File: src/rtl/multicycle_adder_pkg.sv
`default_nettype none
// =============================================================================
// Module  : multicycle_adder_pkg
// Brief   : State encoding and sizing helpers shared by the multicycle adder.
// Revision: 1.0 - initial release
// =============================================================================
package multicycle_adder_pkg;

  typedef logic [1:0] state_t;

  localparam state_t IDLE = 2'd0;
  localparam state_t ADD  = 2'd1;
  localparam state_t DONE = 2'd2;

  function automatic int calc_nchunk(input int width, input int chunk);
    return width / chunk;
  endfunction

  // A single-chunk configuration still gets a 1-bit index register.
  function automatic int calc_idx_w(input int nchunk);
    return (nchunk > 1) ? $clog2(nchunk) : 1;
  endfunction

endpackage
`default_nettype wire

File: src/rtl/multicycle_adder_chunk_adder.sv
`default_nettype none
// =============================================================================
// Module  : chunk_adder
// Brief   : Combinational CHUNK-bit ripple adder from half-adder pairs; also
//           exposes the carry into the top bit for signed-overflow detection.
// Revision: 1.0 - initial release
// =============================================================================
module chunk_adder #(
  parameter int CHUNK = 4
) (
  input  logic [CHUNK-1:0] a,
  input  logic [CHUNK-1:0] b,
  input  logic             cin,
  output logic [CHUNK-1:0] s,
  output logic             cout,
  output logic             msb_cin
);

  logic w_c;
  logic w_p;
  logic w_g;
  logic w_pc;

  always_comb begin
    w_c     = cin;
    w_p     = 1'b0;
    w_g     = 1'b0;
    w_pc    = 1'b0;
    s       = '0;
    msb_cin = 1'b0;
    for (int i = 0; i < CHUNK; i++) begin
      if (i == CHUNK - 1) begin
        msb_cin = w_c;
      end
      w_p  = a[i] ^ b[i];
      w_g  = a[i] & b[i];
      s[i] = w_p ^ w_c;
      w_pc = w_p & w_c;
      w_c  = w_g | w_pc;
    end
    cout = w_c;
  end

endmodule
`default_nettype wire

File: src/rtl/multicycle_adder.sv
`default_nettype none
// =============================================================================
// Module  : multicycle_adder
// Brief   : WIDTH-bit adder with carry-in, CHUNK bits per cycle, valid/ready
//           on both sides. Optional ovf output via MULTICYCLE_ADDER_OVF_EN.
// Revision: 1.0 - initial release
// =============================================================================
module multicycle_adder
  import multicycle_adder_pkg::*;
#(
  parameter int WIDTH = 16,
  parameter int CHUNK = 4
) (
  input  logic             clk,
  input  logic             rst_n,
  input  logic             in_valid,
  output logic             in_ready,
  input  logic [WIDTH-1:0] a,
  input  logic [WIDTH-1:0] b,
  input  logic             cin,
  output logic             out_valid,
  input  logic             out_ready,
  output logic [WIDTH-1:0] sum,
  output logic             cout
`ifdef MULTICYCLE_ADDER_OVF_EN
  ,
  output logic             ovf
`endif
);

  localparam int NCHUNK = calc_nchunk(WIDTH, CHUNK);
  localparam int IDX_W  = calc_idx_w(NCHUNK);
  localparam logic [IDX_W-1:0] C_LAST_IDX = IDX_W'(NCHUNK - 1);

  generate
    if ((WIDTH % CHUNK) != 0) begin : g_bad_chunk
      $error("multicycle_adder: WIDTH must be a multiple of CHUNK");
    end
  endgenerate

  state_t           r_state;
  logic [IDX_W-1:0] r_idx;
  logic [WIDTH-1:0] r_a;
  logic [WIDTH-1:0] r_b;
  logic [WIDTH-1:0] r_sum;
  logic             r_carry;
  logic             r_cout;

  logic [CHUNK-1:0] w_a_chunk;
  logic [CHUNK-1:0] w_b_chunk;
  logic [CHUNK-1:0] w_s;
  logic             w_cout;
  logic             w_msb_cin;

  // Operand chunk selected by the running index.
  always_comb begin
    w_a_chunk = r_a[CHUNK-1:0];
    w_b_chunk = r_b[CHUNK-1:0];
    for (int i = 0; i < NCHUNK; i++) begin
      if (r_idx == IDX_W'(i)) begin
        w_a_chunk = r_a[i*CHUNK +: CHUNK];
        w_b_chunk = r_b[i*CHUNK +: CHUNK];
      end
    end
  end

  chunk_adder #(
    .CHUNK (CHUNK)
  ) u_chunk_adder (
    .a       (w_a_chunk),
    .b       (w_b_chunk),
    .cin     (r_carry),
    .s       (w_s),
    .cout    (w_cout),
    .msb_cin (w_msb_cin)
  );

`ifdef MULTICYCLE_ADDER_OVF_EN
  logic r_ovf;
  assign ovf = r_ovf;
`else
  logic w_unused_msb_cin;
  assign w_unused_msb_cin = w_msb_cin;
`endif

  always_ff @(posedge clk or negedge rst_n) begin
    if (!rst_n) begin
      r_state <= IDLE;
      r_idx   <= '0;
      r_a     <= '0;
      r_b     <= '0;
      r_sum   <= '0;
      r_carry <= 1'b0;
      r_cout  <= 1'b0;
`ifdef MULTICYCLE_ADDER_OVF_EN
      r_ovf   <= 1'b0;
`endif
    end else begin
      case (r_state)
        IDLE: begin
          if (in_valid) begin
            r_a     <= a;
            r_b     <= b;
            r_carry <= cin;
            r_idx   <= '0;
            r_state <= ADD;
          end
        end
        ADD: begin
          for (int i = 0; i < NCHUNK; i++) begin
            if (r_idx == IDX_W'(i)) begin
              r_sum[i*CHUNK +: CHUNK] <= w_s;
            end
          end
          r_carry <= w_cout;
          r_idx   <= r_idx + 1'b1;
          if (r_idx == C_LAST_IDX) begin
            r_cout  <= w_cout;
`ifdef MULTICYCLE_ADDER_OVF_EN
            r_ovf   <= w_msb_cin ^ w_cout;
`endif
            r_state <= DONE;
          end
        end
        DONE: begin
          if (out_ready) begin
            r_state <= IDLE;
          end
        end
        default: r_state <= IDLE;
      endcase
    end
  end

  assign in_ready  = (r_state == IDLE);
  assign out_valid = (r_state == DONE);
  assign sum       = r_sum;
  assign cout      = r_cout;

endmodule
`default_nettype wire

File: config.mk
export PLATFORM = sky130hd
export DESIGN_NAME = multicycle_adder
export DESIGN_NICKNAME = d
export VERILOG_FILES = /design/src/rtl/multicycle_adder_pkg.sv /design/src/rtl/multicycle_adder_chunk_adder.sv /design/src/rtl/multicycle_adder.sv
export SDC_FILE = /design/constraint.sdc
export NUM_CORES = 1
export LEC_CHECK = 0
export CORE_ASPECT_RATIO = 1.2
export CORE_MARGIN = 2
export CORE_UTILIZATION = 50
export CTS_CLUSTER_SIZE = 40
export DETAILED_ROUTE_END_ITERATION = 8
export PLACE_DENSITY = 0.79
export SYNTH_ARGS = -nofsm -noshare
export SYNTH_HDL_FRONTEND = slang
export SYNTH_SLANG_ARGS = --single-unit
File: constraint.sdc
create_clock -name clk -period 4.7 [get_ports clk]
set_input_delay 0.94 -clock clk [delete_from_list [all_inputs] [get_ports clk]]
set_output_delay 0.94 -clock clk [all_outputs]
set_load 0.005 [all_outputs]
==> results.toml <==
[worst_setup_path]
crit_type = "flip-flop to flip-flop"
critPathBufInv = 1
slowest_delay_ns = 0.49
cp_data_required_time_ns = 4.88
slowest_stage = "fa_1"
path_max_fanout = 9
startpoint_type = "flip-flop"
crit_arrival_ns = 3.86
crit_family = "adder cells"
critPathCaptureType = "flip-flop"
crit_path_cell_trace = "inv_1 > ha_1 > mux2_2 > mux2i_1 > o21ai_0 > fa_1 > fa_1 > fa_1 > fa_1 > mux2_2"
cpMostUsedCell = "fa_1"

[drt]
met1_length_um = 2090
top_layer = "met4"
drc = 0
wl_per_cell_um = 15.7
route.met3.wl_um = 202
met2_length_um = 2130
drtAntennaViolNets = 0
drt_iter0_drc = 50
drtPass1Iterations = 4
vias_per_cell = 5.18
wl_um = 4530
vias = 1498

[sta]
rsz0062_at_grt = "false"
finalHoldViolCount = 0
setup_violations = 0
period_share_pct = 78.2
tns_ns = 0
finalCriticalPeriod_ns = 3.67
worst_slew_pin_slew_ns = 0.645
fmax_mhz = 272
whs_ns = 0.505
layout_setup_ws_ns = 1.03
drv_slew = 0
relSlewSlack_pct = 57.0
fin_skew_ns = 0.0101

[hold_path]
hold_path_class = "flip-flop to flip-flop"

[place]
place_inst = 282
portBuffers = 55
pre_cts_ws_ns = 1.02
hpwl_um = 3390
place.gp.congestion = 0.746

[cells_and_area]
nets = 274
diodes = 0
layout-drive-gt1-share_pct = 29.7
fin_cells = 289
final_cell_mix = "dfrtp_1 (54), clkdlybuf4s50_1 (54), mux2_4 (30)"
area_delta_synth_final_pct = 23.4

[clocking]
clkTransAtPathRegs_ns = 0.08
clock_sinks = 54
clkLatencyLatePin_ns = 0.30
cts_hold_buf = 0
htreeDepth = 2
post_cts_buffers = 0
clock_path_buffers = 2
cts-root-buf = "clkbuf_8"
cts_tree = "yes"
post_cts_resized = 0
cts-buffers-inserted = 5

[flow_run]
drv_cap = 0

[yosys]
synth_warnings = 0
ys_types = 24
synth_seq_cells = 54
yosys-top-cells-area = "dfrtp_1 (52%), mux2_4 (17%), mux2_2 (12%)"
seq_area_frac_synth_pct = 51.8
yosys.area.top_type_share_pct = 51.8
syn_avg_cell_area_um2 = 14.9
synth_cells = 175
synth_nets = 220
netlist_area_um2 = 2610
synth_area_leader_cell = "dfrtp_1"

[grt]
grt_antenna_before_repair = 0
gr-total-overflow = 0
grt_pass1_vias = 1528
grt_pass1_wl_um = 7720
grt_max_degree = 55
gr-usage-all-layers_pct = 17.1

[power_and_ir_drop]
p_leak_nw = 1.39
power_mw = 2.43
ir_drop_uv = 358
power.density_nw_per_um2 = 757

[floorplan]
ioPinCount = 56
die_area_um2 = 5810
num_rows = 28
die_w_um = 69.9
die_h_um = 83.1
start_util_pct = 52.4
core_um2 = 4970

[run_status]
outcome = "complete, no violations"
## power breakdown
part / total (mW) / switching [mW] / internal [mW]
Clock: 0.237 / 0.134 / 0.103
Combinational: 1.33 / 0.530 / 0.796
Sequential: 0.871 / 0.156 / 0.714
Total: 2.43 / 0.820 / 1.61
## sequential cells by signal, indices dropped and copies added, names as in the netlist
register,flops
r_state,2
r_b,16
r_idx,2
r_a,16
sum,16
r_carry,1
cout,1
## layer usage
layer  track usage (%)  up-vias
met1              23.3      736
met3              4.37        7
met5                 0        -
met4              7.69        0
li1                  -      709
met2              25.6       46
## layout make-up
| class | instances | area [um2] |
|---|---|---|
| Fill cell | 382 | 1760 |
| Sequential cell | 54 | 1350 |
| Multi-Input combinational cell | 109 | 1150 |
| Timing Repair Buffer | 56 | 553 |
| Clock buffer | 7 | 76.3 |
| Tap cell | 60 | 75.1 |
| Inverter | 3 | 11.3 |
## cell families (layout without fill, tap and decap cells)
family / Yosys count / count (layout) / synth area share [%]
fa+ha+maj: 8 / 8 / 4.99
buf+inv: 12 / 66 / 4.03
mux: 65 / 65 / 32.0
flops: 54 / 54 / 51.8
compound gates: 14 / 14 / 3.02
simple gates: 22 / 22 / 4.08
## through the flow
stage / instance area, um2 / util (%)
2_1_floorplan: 2610 / -
3_3_place_gp: 3140 / 63.1
3_5_place_dp: 3140 / 63.1
4_1_cts: 3220 / 64.7
5_1_grt: 3220 / 64.7
6_report: 3220 / 64.7
## synthesized netlist by cell type (all sizes together)
master  number
fa           4
a21oi        2
mux2        57
nor2         5
nand2       13
dfrtp       54
a22o         1
nand2b       1
clkbuf       2
nor2b        1
and4bb       1
a22oi        1
o21ai        9
mux2i        8
buf          7
and2         1
o21bai       1
inv          3
ha           4
## final timing paths
path                                           start             endpoint  slack (ns)  depth (start not counted)
worst max-delay path            r_idx[1]$_DFFE_PN0P_  sum[11]$_DFFE_PN0P_        1.03                         10
worst min-delay path              sum[8]$_DFFE_PN0P_   sum[8]$_DFFE_PN0P_        0.51                          1
worst max register to register  r_idx[1]$_DFFE_PN0P_  sum[11]$_DFFE_PN0P_        1.03                         10
worst min register to register    sum[8]$_DFFE_PN0P_   sum[8]$_DFFE_PN0P_        0.51                          1
max in group asynchronous                      rst_n   sum[6]$_DFFE_PN0P_        3.53                          2
min in group asynchronous                      rst_n   r_a[7]$_DFFE_PN0P_        0.75                          2
Power figures use the tool's default switching activity.
